==> src/rtl/can_tx_scheduler_pkg.sv <==
// Shared definitions for the CAN transmit scheduler.
//   state_t     : scheduler FSM states (IDLE, SELECT, LAUNCH, WAIT)
//   CAN_ID_W    : standard CAN identifier width (11)
//   CAN_DATA_W  : payload width, up to 8 bytes (64)
//   RETRY_W     : width of the per-mailbox tx_error counter
package can_tx_scheduler_pkg;

    localparam int CAN_ID_W   = 11;
    localparam int CAN_DATA_W = 64;
    localparam int RETRY_W    = 4;

    typedef enum logic [1:0] {
        ST_IDLE   = 2'd0,
        ST_SELECT = 2'd1,
        ST_LAUNCH = 2'd2,
        ST_WAIT   = 2'd3
    } state_t;

endpackage

==> src/rtl/can_tx_scheduler_prio.sv <==
// can_prio_select: combinational CAN-priority picker.
//   pending : one bit per mailbox, set when the mailbox competes
//   ids     : identifier of each mailbox
//   win_idx : index of the pending mailbox with the lowest identifier
//   win_vld : at least one mailbox is pending
// Ties go to the lowest mailbox index because the scan runs upward and
// only replaces the current best on a strictly lower identifier.
module can_prio_select
    import can_tx_scheduler_pkg::*;
#(
    parameter int NUM_MB = 4
) (
    input  logic [NUM_MB-1:0]                pending,
    input  logic [NUM_MB-1:0][CAN_ID_W-1:0]  ids,
    output logic [$clog2(NUM_MB)-1:0]        win_idx,
    output logic                             win_vld
);

    localparam int IDX_W = $clog2(NUM_MB);

    logic [CAN_ID_W-1:0] best_id;

    always_comb begin
        win_vld = 1'b0;
        win_idx = '0;
        best_id = '1;
        for (int i = 0; i < NUM_MB; i++) begin
            if (pending[i] && (!win_vld || (ids[i] < best_id))) begin
                win_vld = 1'b1;
                win_idx = IDX_W'(i);
                best_id = ids[i];
            end
        end
    end

endmodule

==> src/rtl/can_tx_scheduler.sv <==
// can_tx_scheduler: picks the highest-priority (lowest-ID) pending mailbox,
// launches it to the CAN transmitter and handles the transfer outcome.
//   clk, reset                : system clock, synchronous active-high reset
//   mb_load/mb_id/mb_data     : per-mailbox write strobe plus shared id/payload
//   mb_abort                  : per-mailbox cancel strobe
//   mb_pending/mb_done/mb_fail: mailbox status level and one-cycle pulses
//   tx_send/tx_id/tx_data     : launch pulse and active frame to transmitter
//   tx_done/tx_arb_lost/tx_error : outcome pulses from the transmitter
module can_tx_scheduler
    import can_tx_scheduler_pkg::*;
#(
    parameter int NUM_MB    = 4,
    parameter int RETRY_MAX = 8
) (
    input  logic                   clk,
    input  logic                   reset,
    input  logic [NUM_MB-1:0]      mb_load,
    input  logic [CAN_ID_W-1:0]    mb_id,
    input  logic [CAN_DATA_W-1:0]  mb_data,
    input  logic [NUM_MB-1:0]      mb_abort,
    output logic [NUM_MB-1:0]      mb_pending,
    output logic [NUM_MB-1:0]      mb_done,
    output logic [NUM_MB-1:0]      mb_fail,
    output logic                   tx_send,
    output logic [CAN_ID_W-1:0]    tx_id,
    output logic [CAN_DATA_W-1:0]  tx_data,
    input  logic                   tx_done,
    input  logic                   tx_arb_lost,
    input  logic                   tx_error
);

    localparam int IDX_W = $clog2(NUM_MB);

    state_t                              state;
    logic [IDX_W-1:0]                    act_idx;
    logic [IDX_W-1:0]                    cur_act;
    logic                                act_vld;
    logic [IDX_W-1:0]                    win_idx;
    logic                                win_vld;
    logic [NUM_MB-1:0][CAN_ID_W-1:0]     id_q;
    logic [CAN_DATA_W-1:0]               data_q [NUM_MB];
    logic [RETRY_W-1:0]                  retry_cnt [NUM_MB];
    logic [RETRY_W-1:0]                  retry_nxt;
    logic [NUM_MB-1:0]                   abort_lat;
    logic [NUM_MB-1:0]                   is_act;
    logic [NUM_MB-1:0]                   load_acc;
    logic                                outcome;

    can_prio_select #(.NUM_MB(NUM_MB)) u_prio (
        .pending (mb_pending),
        .ids     (id_q),
        .win_idx (win_idx),
        .win_vld (win_vld)
    );

    // During SELECT the mailbox about to win is already treated as active,
    // so a load cannot change the frame between selection and launch.
    always_comb begin
        cur_act  = (state == ST_SELECT) ? win_idx : act_idx;
        act_vld  = (state == ST_SELECT) ? win_vld
                                        : ((state == ST_LAUNCH) || (state == ST_WAIT));
        is_act   = '0;
        load_acc = '0;
        for (int i = 0; i < NUM_MB; i++) begin
            is_act[i]   = act_vld && (cur_act == IDX_W'(i));
            load_acc[i] = mb_load[i] && !mb_abort[i] && !is_act[i];
        end
        retry_nxt = retry_cnt[act_idx] + RETRY_W'(1);
        outcome   = (state == ST_WAIT) && (tx_done || tx_error || tx_arb_lost);
    end

    // Frame storage carries no reset; pending qualifies its contents.
    always_ff @(posedge clk) begin
        for (int i = 0; i < NUM_MB; i++) begin
            if (load_acc[i]) begin
                id_q[i]   <= mb_id;
                data_q[i] <= mb_data;
            end
        end
    end

    always_ff @(posedge clk) begin
        if (reset) begin
            state      <= ST_IDLE;
            act_idx    <= '0;
            mb_pending <= '0;
            mb_done    <= '0;
            mb_fail    <= '0;
            tx_send    <= 1'b0;
            tx_id      <= '0;
            tx_data    <= '0;
            abort_lat  <= '0;
            for (int i = 0; i < NUM_MB; i++) begin
                retry_cnt[i] <= '0;
            end
        end else begin
            mb_done <= '0;
            mb_fail <= '0;
            tx_send <= 1'b0;

            // Host side: loads and aborts; an abort of the active mailbox
            // is deferred until the transmitter reports the outcome.
            for (int i = 0; i < NUM_MB; i++) begin
                if (is_act[i]) begin
                    if (mb_abort[i]) begin
                        abort_lat[i] <= 1'b1;
                    end
                end else if (mb_abort[i]) begin
                    if (mb_pending[i]) begin
                        mb_pending[i] <= 1'b0;
                        mb_fail[i]    <= 1'b1;
                    end
                end else if (load_acc[i]) begin
                    mb_pending[i] <= 1'b1;
                    retry_cnt[i]  <= '0;
                end
            end

            case (state)
                ST_IDLE: begin
                    if (|mb_pending) begin
                        state <= ST_SELECT;
                    end
                end
                ST_SELECT: begin
                    // Everything may have been aborted in the meantime.
                    if (win_vld) begin
                        act_idx <= win_idx;
                        tx_id   <= id_q[win_idx];
                        tx_data <= data_q[win_idx];
                        tx_send <= 1'b1;
                        state   <= ST_LAUNCH;
                    end else begin
                        state <= ST_IDLE;
                    end
                end
                ST_LAUNCH: begin
                    state <= ST_WAIT;
                end
                ST_WAIT: begin
                    if (outcome) begin
                        state              <= ST_IDLE;
                        abort_lat[act_idx] <= 1'b0;
                        if (tx_done) begin
                            mb_pending[act_idx] <= 1'b0;
                            mb_done[act_idx]    <= 1'b1;
                            retry_cnt[act_idx]  <= '0;
                        end else if (abort_lat[act_idx] || mb_abort[act_idx]) begin
                            mb_pending[act_idx] <= 1'b0;
                            mb_fail[act_idx]    <= 1'b1;
                            retry_cnt[act_idx]  <= '0;
                        end else if (tx_error) begin
                            if (retry_nxt == RETRY_W'(RETRY_MAX)) begin
                                mb_pending[act_idx] <= 1'b0;
                                mb_fail[act_idx]    <= 1'b1;
                                retry_cnt[act_idx]  <= '0;
                            end else begin
                                retry_cnt[act_idx] <= retry_nxt;
                            end
                        end
                        // tx_arb_lost alone: stay pending, retry count untouched.
                    end
                end
                default: state <= ST_IDLE;
            endcase
        end
    end

endmodule

==> config.mk <==
export PLATFORM = sky130hd
export DESIGN_NAME = can_tx_scheduler
export DESIGN_NICKNAME = d
export VERILOG_FILES = /design/src/rtl/can_tx_scheduler_pkg.sv /design/src/rtl/can_tx_scheduler_prio.sv /design/src/rtl/can_tx_scheduler.sv
export SDC_FILE = /design/constraint.sdc
export NUM_CORES = 1
export LEC_CHECK = 0
export CELL_PAD_IN_SITES_DETAIL_PLACEMENT = 1
export CELL_PAD_IN_SITES_GLOBAL_PLACEMENT = 2
export CORE_MARGIN = 4
export CORE_UTILIZATION = 35
export DETAILED_ROUTE_END_ITERATION = 16
export PLACE_DENSITY_LB_ADDON = 0.1
export SYNTH_ARGS = -nofsm -noshare
export SYNTH_HDL_FRONTEND = slang
export SYNTH_SLANG_ARGS = --single-unit
==> constraint.sdc <==
create_clock -name clk -period 31.8 [get_ports clk]
set_input_delay 7.95 -clock clk [delete_from_list [all_inputs] [get_ports clk]]
set_output_delay 7.95 -clock clk [all_outputs]
set_load 0.05 [all_outputs]
==> flow_summary.yaml <==
status:
  outcome: "completed"
clocking:
  clk_latency_ns: 0.59
  path_clk_slew_ns: 0.06
  cts_tree: "done"
  clockBufferDepth: 3
  root_buffer: "clkbuf_16"
  cts.sinks: 414
  cts_buffers: 45
  hold_buffers: 0
  post-cts-setup-buffers: 0
  ctsHtreeMaxLevel: 2
  post_cts_resized: 0
yosys:
  ys_seq_area_share_pct: 70.1
  syn-num-nets: 1277
  yosysWarningCount: 0
  synth_edf_count: 316
  synth_ff_type: "edfxtp_1"
  synthCells: 1159
  avgSynthCellArea_um2: 14.1
  yosys_register_bits: 414
  ys_types: 60
  synthArstFlopShare_pct: 0
  synth_area_mm2: 0.0163
timing:
  slew_headroom_pct: 26.3
  period_share_pct: 33.1
  worst_pin_slew_ns: 1.11
  setup_viol: 0
  finalHoldViolCount: 0
  maxSlewViolCount: 0
  min_period_ns: 10.53
  rsz0062_at_grt: "false"
  setup_tns_ns: 0
  max_freq_mhz: 94.9
  finClkSkew_ns: 0.0194
  setup_ws_ns: 21.27
die:
  die_x_um: 224
  io-pin-count: 176
  core_area_mm2: 0.0458
  placementRows: 78
  die_area_mm2: 0.0502
  initial_core_util_pct: 35.7
  die_h_um: 224
layout:
  register_area_mm2: 0.0115
  diodes: 0
  fin_nets: 1445
  drive_gt1_share_pct: 12.8
  multiInputGateArea_mm2: 0.00452
  fillCellCount: 4594
  layout_common_cells: "edfxtp_1 (316), clkdlybuf4s50_1 (175), dfxtp_1 (98), nand2_1 (97), a21oi_1 (90)"
  final_common_cell: "edfxtp_1"
  syn2layout_area_growth_pct: 23.7
grt:
  first_global_vias: 11400
  grt_pass1_wl_um: 68400
  grt_overflow: 0
  grtUsageTotal_pct: 17.7
  antenna_found_initial: 1
  grt_max_degree: 85
worst_setup_path:
  end_kind: "flip-flop"
  critPathKind: "in -> reg"
  worst-path-max-fanout: 84
  worstPathArrival_ns: 10.81
  startpoint_type: "input pin"
  required_ns: 32.08
routing:
  routed_wirelength_um: 44900
  wire_per_inst_um: 22.9
  vias_per_cell: 5.25
  route.detailed.drc: 0
  vias: 10300
  drtAntennaViolNets: 0
  first_pass_iters: 4
  drtIter0Drc: 581
placement:
  dp_slack_ns: 20.62
  port_buffers: 175
  dp_hpwl_um: 26200
  place.gp.congestion: 0.786
power:
  finalPower_mw: 1.36
  power.leakage_nw: 6.85
  power_density_mw_per_mm2: 67.4
  vdd.ir_drop.worst_mv: 0.0393
run:
  maxCapViolations: 0
worst_hold_path:
  min_path_type: "reg -> reg"
==> layout make-up <==
cell class | count | share of cell area [%]
Timing Repair Buffer | 191 | 9.27
Tap cell | 600 | 3.72
Clock inverter | 21 | 1.36
Clock buffer | 62 | 6.14
Sequential cell | 414 | 56.7
Multi-Input combinational cell | 652 | 22.4
Inverter | 23 | 0.428
==> final timing paths <==
check	startpoint	to	slack (ns)	cells past startpoint
setup reg to reg	mb_pending[0]$_SDFF_PP0_	retry_cnt[3][2]$_SDFFCE_PN0P_	21.51	32
hold / removal	abort_lat[0]$_SDFF_PP0_	abort_lat[0]$_SDFF_PP0_	0.45	2
setup / recovery	reset	retry_cnt[3][2]$_SDFFCE_PN0P_	21.27	7
hold reg to reg	abort_lat[0]$_SDFF_PP0_	abort_lat[0]$_SDFF_PP0_	0.45	2
==> cell usage after synthesis (all sizes together) (6+ instances only) <==
cell type,instances,area (µm²)
nand3b,10,75.1
nand2,98,368
nor2,49,184
o22ai,9,56.3
o21ai,88,440
o21a,6,45.0
ha,30,375
edfxtp,316,9490
a21o,6,45.0
a221oi,78,689
mux2,73,822
a21oi,90,450
nand2b,8,50.1
dfxtp,98,1960
nand3,10,50.1
clkbuf,45,169
buf,25,156
inv,23,86.3
mux2i,10,100
nor3,13,65.1
nor2b,15,93.8
==> where the power goes <==
group | leakage (nW) | switching, mW | internal [mW]
sequential | 3.78 | 0.0164 | 0.618
clock | 0.737 | 0.215 | 0.315
combinational | 2.33 | 0.129 | 0.0680
total | 6.85 | 0.360 | 1.00
==> worst max-delay path: stages <==
cell and delay (ns):
clkdlybuf4s50_1 0.68, inv_2 0.11, buf_4 0.84, nand4_1 0.36, nand2_1 0.33, nand3_1 0.20
or3b_1 0.31
==> logic make-up after synthesis <==
family | count (synthesis) | synth area share (%)
compound gates | 305 | 12.2
xor+xnor | 3 | 0.161
fa+ha+maj | 30 | 2.30
buf+inv | 93 | 2.52
flops | 414 | 70.1
mux | 87 | 6.20
simple gates | 227 | 6.44
==> registers in the layout (all words and copies together) (netlist names), named ones only <==
signal / count
data_q: 256
tx_data: 64
id_q: 44
retry_cnt: 16
tx_id: 11
abort_lat: 4
mb_done: 4
mb_fail: 4
mb_pending: 4
act_idx: 2
state: 1
tx_send: 1
==> stage by stage <==
step | area [µm²] | cells | util, % | hold slack [ns]
finish | 20200 | 1963 | 44.1 | 0.451
global route | 20200 | 1963 | 44.1 | 0.504
CTS | 20200 | 1963 | 44.1 | 0.452
detailed placement | 18700 | 1880 | 40.8 | 0.442
global placement | 18700 | 1880 | 40.8 | 0.439
floorplan | 16300 | 1159 | - | 0.423
==> metal layers <==
| metal | vias up | share of wire (%) | track usage, % |
|---|---|---|---|
| met5 | - | 0.033 | 0 |
| li1 | 4794 | - | - |
| met1 | 5261 | 45 | 23.3 |
| met2 | 200 | 49 | 30.5 |
| met3 | 53 | 3.7 | 2.87 |
| met4 | 2 | 1.9 | 4.87 |
Power figures use the tool's default switching activity.
